[src/rtl/sd_cmd_responder.sv]
// Card-side SD CMD line responder: receives 48-bit host commands, checks CRC7
// and framing, then serialises a short or long response after the NCR gap.
module sd_cmd_responder #(
  parameter int NCR         = 2,
  parameter int RSP_TIMEOUT = 64
) (
  input  logic         wb_clk_i,
  input  logic         wb_rst_i,
  input  logic         bit_en_i,
  input  logic         sd_cmd_dat_i,
  output logic         sd_cmd_out_o,
  output logic         sd_cmd_oe_o,
  output logic         cmd_valid_o,
  output logic [5:0]   cmd_index_o,
  output logic [31:0]  cmd_arg_o,
  output logic         cmd_err_o,
  input  logic         rsp_valid_i,
  output logic         rsp_ready_o,
  input  logic         rsp_long_i,
  input  logic [127:0] rsp_data_i,
  output logic         busy_o
);

  // Response handshake: a response transfers on any wb_clk_i cycle where
  // rsp_valid_i and rsp_ready_o are both high; rsp_ready_o is high only while
  // waiting with no response latched, and rsp_valid_i may rise at any time.

  typedef enum logic [2:0] {
    S_IDLE  = 3'd0,
    S_RX    = 3'd1,
    S_CHECK = 3'd2,
    S_WAIT  = 3'd3,
    S_TX    = 3'd4
  } state_t;

  localparam logic [7:0] NCR_C     = 8'(NCR);
  localparam logic [7:0] TIMEOUT_C = 8'(RSP_TIMEOUT);

  state_t         state_q, state_d;
  logic [7:0]     bit_cnt_q, bit_cnt_d;
  logic [6:0]     wait_cnt_q, wait_cnt_d;
  logic [47:0]    rx_sh_q, rx_sh_d;
  logic [6:0]     crc_q, crc_d;
  logic [127:0]   tx_sh_q, tx_sh_d;
  logic           long_q, long_d;
  logic           have_rsp_q, have_rsp_d;
  logic           out_q, out_d;
  logic           oe_q, oe_d;
  logic           valid_q, valid_d;
  logic           err_q, err_d;
  logic [5:0]     index_q, index_d;
  logic [31:0]    arg_q, arg_d;

  logic           good;
  logic           emit;
  logic           start_ok;
  logic [7:0]     wait_inc;
  logic [7:0]     data_len;
  logic [7:0]     tx_pos;
  logic           crc_in_tx;
  logic           unused_rsp_bits;

  function automatic logic [6:0] crc7_step(input logic [6:0] c, input logic b);
    logic fb;
    fb = b ^ c[6];
    return {c[5:3], c[2] ^ fb, c[1:0], fb};
  endfunction

  assign good      = rx_sh_q[46] && rx_sh_q[0] && (rx_sh_q[7:1] == crc_q);
  assign wait_inc  = {1'b0, wait_cnt_q} + 8'd1;
  assign start_ok  = have_rsp_q && (wait_inc >= NCR_C);
  assign data_len  = long_q ? 8'd128 : 8'd40;
  assign tx_pos    = (state_q == S_WAIT) ? 8'd0 : bit_cnt_q;
  // Long responses exclude the leading 0,0,111111 header from the CRC.
  assign crc_in_tx = long_q ? (tx_pos >= 8'd8) : 1'b1;
  assign unused_rsp_bits = ^rsp_data_i[7:0];

  always_comb begin
    state_d    = state_q;
    bit_cnt_d  = bit_cnt_q;
    wait_cnt_d = wait_cnt_q;
    rx_sh_d    = rx_sh_q;
    crc_d      = crc_q;
    tx_sh_d    = tx_sh_q;
    long_d     = long_q;
    have_rsp_d = have_rsp_q;
    out_d      = out_q;
    oe_d       = oe_q;
    valid_d    = 1'b0;
    err_d      = 1'b0;
    index_d    = index_q;
    arg_d      = arg_q;
    emit       = 1'b0;

    case (state_q)
      S_IDLE: begin
        oe_d  = 1'b0;
        out_d = 1'b1;
        if (bit_en_i && !sd_cmd_dat_i) begin
          state_d   = S_RX;
          bit_cnt_d = 8'd1;
          rx_sh_d   = 48'd0;
          crc_d     = 7'd0;
        end
      end

      S_RX: begin
        if (bit_en_i) begin
          rx_sh_d = {rx_sh_q[46:0], sd_cmd_dat_i};
          if (bit_cnt_q < 8'd40) crc_d = crc7_step(crc_q, sd_cmd_dat_i);
          bit_cnt_d = bit_cnt_q + 8'd1;
          if (bit_cnt_q == 8'd47) state_d = S_CHECK;
        end
      end

      S_CHECK: begin
        bit_cnt_d  = 8'd0;
        wait_cnt_d = 7'd0;
        crc_d      = 7'd0;
        have_rsp_d = 1'b0;
        if (good) begin
          valid_d = 1'b1;
          index_d = rx_sh_q[45:40];
          arg_d   = rx_sh_q[39:8];
          state_d = S_WAIT;
        end else begin
          err_d   = 1'b1;
          state_d = S_IDLE;
        end
      end

      S_WAIT: begin
        if (rsp_valid_i && !have_rsp_q) begin
          have_rsp_d = 1'b1;
          long_d     = rsp_long_i;
          tx_sh_d    = rsp_long_i ? {8'b0011_1111, rsp_data_i[127:8]}
                                  : {2'b00, rsp_data_i[37:0], 88'd0};
        end
        if (bit_en_i) begin
          wait_cnt_d = wait_inc[6:0];
          if (start_ok) begin
            state_d = S_TX;
            emit    = 1'b1;
          end else if (!have_rsp_q && !rsp_valid_i && (wait_inc >= TIMEOUT_C)) begin
            state_d = S_IDLE;
          end
        end
      end

      S_TX: begin
        if (bit_en_i) emit = 1'b1;
      end

      default: state_d = S_IDLE;
    endcase

    // Frame layout: data bits (header included), 7 CRC bits, end bit, release.
    if (emit) begin
      oe_d      = 1'b1;
      bit_cnt_d = tx_pos + 8'd1;
      if (tx_pos < data_len) begin
        out_d   = tx_sh_q[127];
        tx_sh_d = {tx_sh_q[126:0], 1'b0};
        if (crc_in_tx) crc_d = crc7_step(crc_q, tx_sh_q[127]);
      end else if (tx_pos < data_len + 8'd7) begin
        out_d = crc_q[6];
        crc_d = {crc_q[5:0], 1'b0};
      end else if (tx_pos == data_len + 8'd7) begin
        out_d = 1'b1;
      end else begin
        oe_d    = 1'b0;
        out_d   = 1'b1;
        state_d = S_IDLE;
      end
    end
  end

  always_ff @(posedge wb_clk_i or posedge wb_rst_i) begin
    if (wb_rst_i) begin
      state_q    <= S_IDLE;
      bit_cnt_q  <= 8'd0;
      wait_cnt_q <= 7'd0;
      rx_sh_q    <= 48'd0;
      crc_q      <= 7'd0;
      tx_sh_q    <= 128'd0;
      long_q     <= 1'b0;
      have_rsp_q <= 1'b0;
      out_q      <= 1'b1;
      oe_q       <= 1'b0;
      valid_q    <= 1'b0;
      err_q      <= 1'b0;
      index_q    <= 6'd0;
      arg_q      <= 32'd0;
    end else begin
      state_q    <= state_d;
      bit_cnt_q  <= bit_cnt_d;
      wait_cnt_q <= wait_cnt_d;
      rx_sh_q    <= rx_sh_d;
      crc_q      <= crc_d;
      tx_sh_q    <= tx_sh_d;
      long_q     <= long_d;
      have_rsp_q <= have_rsp_d;
      out_q      <= out_d;
      oe_q       <= oe_d;
      valid_q    <= valid_d;
      err_q      <= err_d;
      index_q    <= index_d;
      arg_q      <= arg_d;
    end
  end

  assign sd_cmd_out_o = out_q;
  assign sd_cmd_oe_o  = oe_q;
  assign cmd_valid_o  = valid_q;
  assign cmd_err_o    = err_q;
  assign cmd_index_o  = index_q;
  assign cmd_arg_o    = arg_q;
  assign rsp_ready_o  = (state_q == S_WAIT) && !have_rsp_q;
  assign busy_o       = (state_q != S_IDLE);

endmodule

[config.mk]
export PLATFORM = sky130hd
export DESIGN_NAME = sd_cmd_responder
export DESIGN_NICKNAME = d
export VERILOG_FILES = /design/src/rtl/sd_cmd_responder.sv
export SDC_FILE = /design/constraint.sdc
export NUM_CORES = 1
export LEC_CHECK = 0
export ABC_AREA = 0
export CORE_ASPECT_RATIO = 1.25
export CORE_MARGIN = 2
export CORE_UTILIZATION = 38
export DETAILED_ROUTE_END_ITERATION = 12
export SLEW_MARGIN = 10
export SYNTH_ARGS = -nofsm -noshare
export SYNTH_HDL_FRONTEND = slang
export SYNTH_SLANG_ARGS = --single-unit
[constraint.sdc]
create_clock -name wb_clk_i -period 8.3 [get_ports wb_clk_i]
set_input_delay 2.075 -clock wb_clk_i [delete_from_list [all_inputs] [get_ports wb_clk_i]]
set_output_delay 2.075 -clock wb_clk_i [all_outputs]
set_load 0.005 [all_outputs]
==> qor.csv <==
stage,metric,value,unit
critical_path,crit_buf_inv,4,
cells_and_area,drive_gt1_share,8.02,%
cts,numCtsBuffers,26,
detailed_routing,drcViolationCount,0,
synthesis,ys_types,67,
global_routing,grt_pass1_vias,9171,
sta,period_minus_slack,4.50,ns
sta,timing.final.crit_share,54.2,%
critical_path,cp_data_arrival_time,4.95,ns
die,initial_core_util,38.4,%
sta,setup_tns,0,ns
detailed_routing,detail_route.wl_per_cell,14.7,um
pwr,p_leak,6.73,nW
critical_path,slowest_delay,0.73,ns
global_routing,grt_pass1_wl,45800,um
detailed_routing,wl_met3,1490,um
synthesis,synth_fp_nets,1430,
pwr,power.density,194,mW/mm^2
critical_path,r2r_slack,4.18,ns
place,dp_hpwl,17200,um
cts,h-tree-depth,1,
cells_and_area,nets,1546,
global_routing,grt_overflow,0,
critical_path,r2r_end,tx_sh_q[73],
sta,clock_skew,0.0158,ns
outcome,outcome,"complete, no violations",
detailed_routing,wl_met2,12600,um
synthesis,synth-seq-cells,244,
die,die-height,201,um
synthesis,async_flop_share,100,%
critical_path,worstSetupPathDepth,8,
critical_path,worstSetupEndpointType,flop,
detailed_routing,wl_met1,12500,um
cts,clkTransAtPathRegs,0.06,ns
cts,hold_buffers,0,
die,dieArea,0.0326,mm^2
synthesis,synth-edff-count,0,
detailed_routing,first_pass_iters,6,
critical_path,path_cells,"buf_2, buf_4, and3_1, o311ai_4, buf_4, buf_4, nor2_1, a31oi_1",
critical_path,crit_fanout,93,
sta,rsz0062_at_grt,false,
sta,finalHoldViolations,0,
cells_and_area,final_common_cell,nand2_1,
cts,clock_path_buffers,3,
sta,final_max_slew_viol_count,0,
critical_path,start_kind,primary input,
detailed_routing,dr_total_vias,9553,
critical_path,critPathLaunch,bit_en_i,
cts,post_cts_resized,0,
cts,cts.sinks,244,
synthesis,ys.flop_type,dfrtp_1,
worst_hold_path,hold_class,reg -> reg,
place,port-buffer-count,177,
critical_path,critPathKind,in -> reg,
synthesis,yosysWarnings,0,
critical_path,crit_required,8.76,ns
synthesis,synth_area,0.0118,mm^2
cells_and_area,antennaDiodeCount,0,
detailed_routing,ant_nets,0,
die,coreArea,0.0308,mm^2
critical_path,worst_r2r_startpoint,state_q[2],
flow_run,drv_cap,0,
sta,setup_viol,0,
critical_path,cp-endpoint,tx_sh_q[73],
cells_and_area,final_cell_mix,"nand2_1, dfrtp_1, clkdlybuf4s50_1",
cells_and_area,num-fill-cells,2995,
cts,postCtsSetupBuffers,0,
cts,cts_root_buf,clkbuf_16,
die,ios,178,
die,placementRows,72,
critical_path,critPathSlowestCell,buf_4,
synthesis,seq_area_frac_synth,51.6,%
synthesis,syn_inst,1287,
sta,tightest_slew,1.15,ns
critical_path,path_common_cell,buf_4,
global_routing,grt.total_usage,16.5,%
global_routing,grt_max_degree,146,
global_routing,antenna_found_initial,1,
cts,clk-insertion-delay-late,0.54,ns
detailed_routing,wirelength,26900,um
cells_and_area,synthToLayoutAreaGrowth,23.1,%
critical_path,cpLargestDelayFamily,buffers and inverters,
detailed_routing,routed_via_density,5.23,
synthesis,syn_avg_cell_area,9.20,um^2
place,place.gp.congestion,0.812,
cts,cts_tree,done,
detailed_routing,drtIter0Drc,712,
pwr,ir_drop,0.129,mV
sta,slew_headroom,23.2,%
detailed_routing,routed.top_layer,met5,
sta,fmax,222,MHz
critical_path,worst_r2r_path_depth,10,
cells_and_area,fin_util,47.3,%
die,die_w,162,um
## worst reg2reg max path, stage by stage, from the launching register on
cell and delay (ns):
dfrtp_1 0.47, nand3b_1 0.57, and2_1 0.37, ha_1 0.32, nand2_1 0.12, a211o_1 0.35
o311ai_4 0.08, buf_4 0.69, buf_4 0.78, nor2_1 0.11, a31oi_1 0.17
## synth_stat cells, types with 3 or more instances
master | instances | area, um^2
clkbuf_1 | 70 | 263
a31oi_1 | 90 | 563
o21ai_1 | 3 | 15.0
o22ai_1 | 3 | 18.8
nand2_1 | 260 | 976
dfrtp_1 | 243 | 6080
o21ai_0 | 61 | 305
buf_2 | 21 | 105
o21bai_1 | 3 | 22.5
mux2_4 | 38 | 571
mux2i_1 | 32 | 320
a21oi_1 | 48 | 240
xnor2_1 | 7 | 61.3
nor2b_1 | 5 | 31.3
o31ai_1 | 5 | 37.5
buf_6 | 6 | 67.6
o2bb2ai_1 | 5 | 43.8
or3_1 | 9 | 56.3
buf_4 | 3 | 22.5
xor2_1 | 5 | 43.8
nor2_1 | 139 | 522
ha_1 | 9 | 113
inv_1 | 10 | 37.5
or4_1 | 5 | 37.5
a22oi_1 | 3 | 22.5
nor4_1 | 3 | 18.8
nand3_1 | 147 | 736
a211oi_1 | 4 | 30.0
## flip-flops by register name (all words and copies together) (netlist names)
register	cells
rx_sh_q	47
crc_q	7
have_rsp_q	1
long_q	1
tx_sh_q	128
cmd_err_o	1
cmd_arg_o	32
state_q	3
cmd_index_o	6
wait_cnt_q	7
sd_cmd_out_o	1
bit_cnt_q	8
sd_cmd_oe_o	1
cmd_valid_o	1
## per-layer routing
metal / vias to the layer above / global-route usage (%)
met5: - / 0
li1: 4701 / -
met3: 31 / 2.78
met4: 2 / 3.57
met1: 4568 / 23.1
met2: 251 / 27.0
## area by class of cell
| type | instances | area (um^2) | share of cell area [%] |
|---|---|---|---|
| sequential | 244 | 6110 | 41.9 |
| multi-input combinational | 931 | 5250 | 36.0 |
| timing repair buffer | 190 | 1870 | 12.9 |
| clock buffer | 40 | 753 | 5.17 |
| tap | 407 | 509 | 3.49 |
| clock inverter | 6 | 41.3 | 0.283 |
| inverter | 10 | 41.3 | 0.283 |
## kinds of logic after synthesis
group           count (synthesis)  share of synthesized area [%]
fa+ha+maj                       9                          0.951
compound gates                245                           12.9
xor+xnor                       12                          0.888
mux                            71                           7.62
buf+inv                       112                           4.25
simple gates                  594                           21.8
flops                         244                           51.6
## metrics by stage
| step | std cells | hold WS, ns | setup WS, ns | power [mW] | cell area [um^2] |
|---|---|---|---|---|---|
| after detailed placement | 1782 | 0.458 | 3.26 | 1.76 | 13800 |
| after CTS | 1828 | 0.472 | 3.83 | 2.87 | 14600 |
| final | 1828 | 0.464 | 3.80 | 2.83 | 14600 |
| after global routing | 1828 | 0.478 | 3.54 | 2.98 | 14600 |
| after floorplan | 1287 | 0.433 | 3.02 | 1.61 | 11800 |
| after global placement | 1782 | 0.456 | 3.34 | 1.75 | 13800 |
## worst min path at each step
stage               slack (ns)    startpoint  cells past startpoint           end
detailed placement        0.46  tx_sh_q[126]                      2  tx_sh_q[127]
CTS                       0.47  tx_sh_q[125]                      2  tx_sh_q[126]
floorplan                 0.43  tx_sh_q[125]                      2  tx_sh_q[126]
global route              0.48  tx_sh_q[125]                      2  tx_sh_q[126]
global placement          0.46  tx_sh_q[126]                      2  tx_sh_q[127]
finish                    0.46  tx_sh_q[125]                      2  tx_sh_q[126]
## power by group
part / internal [mW] / switching (mW) / total, mW
registers: 1.28 / 0.0873 / 1.37
logic: 0.171 / 0.191 / 0.362
clock network: 0.622 / 0.475 / 1.10
No activity file was read; power rests on OpenSTA's default activity.
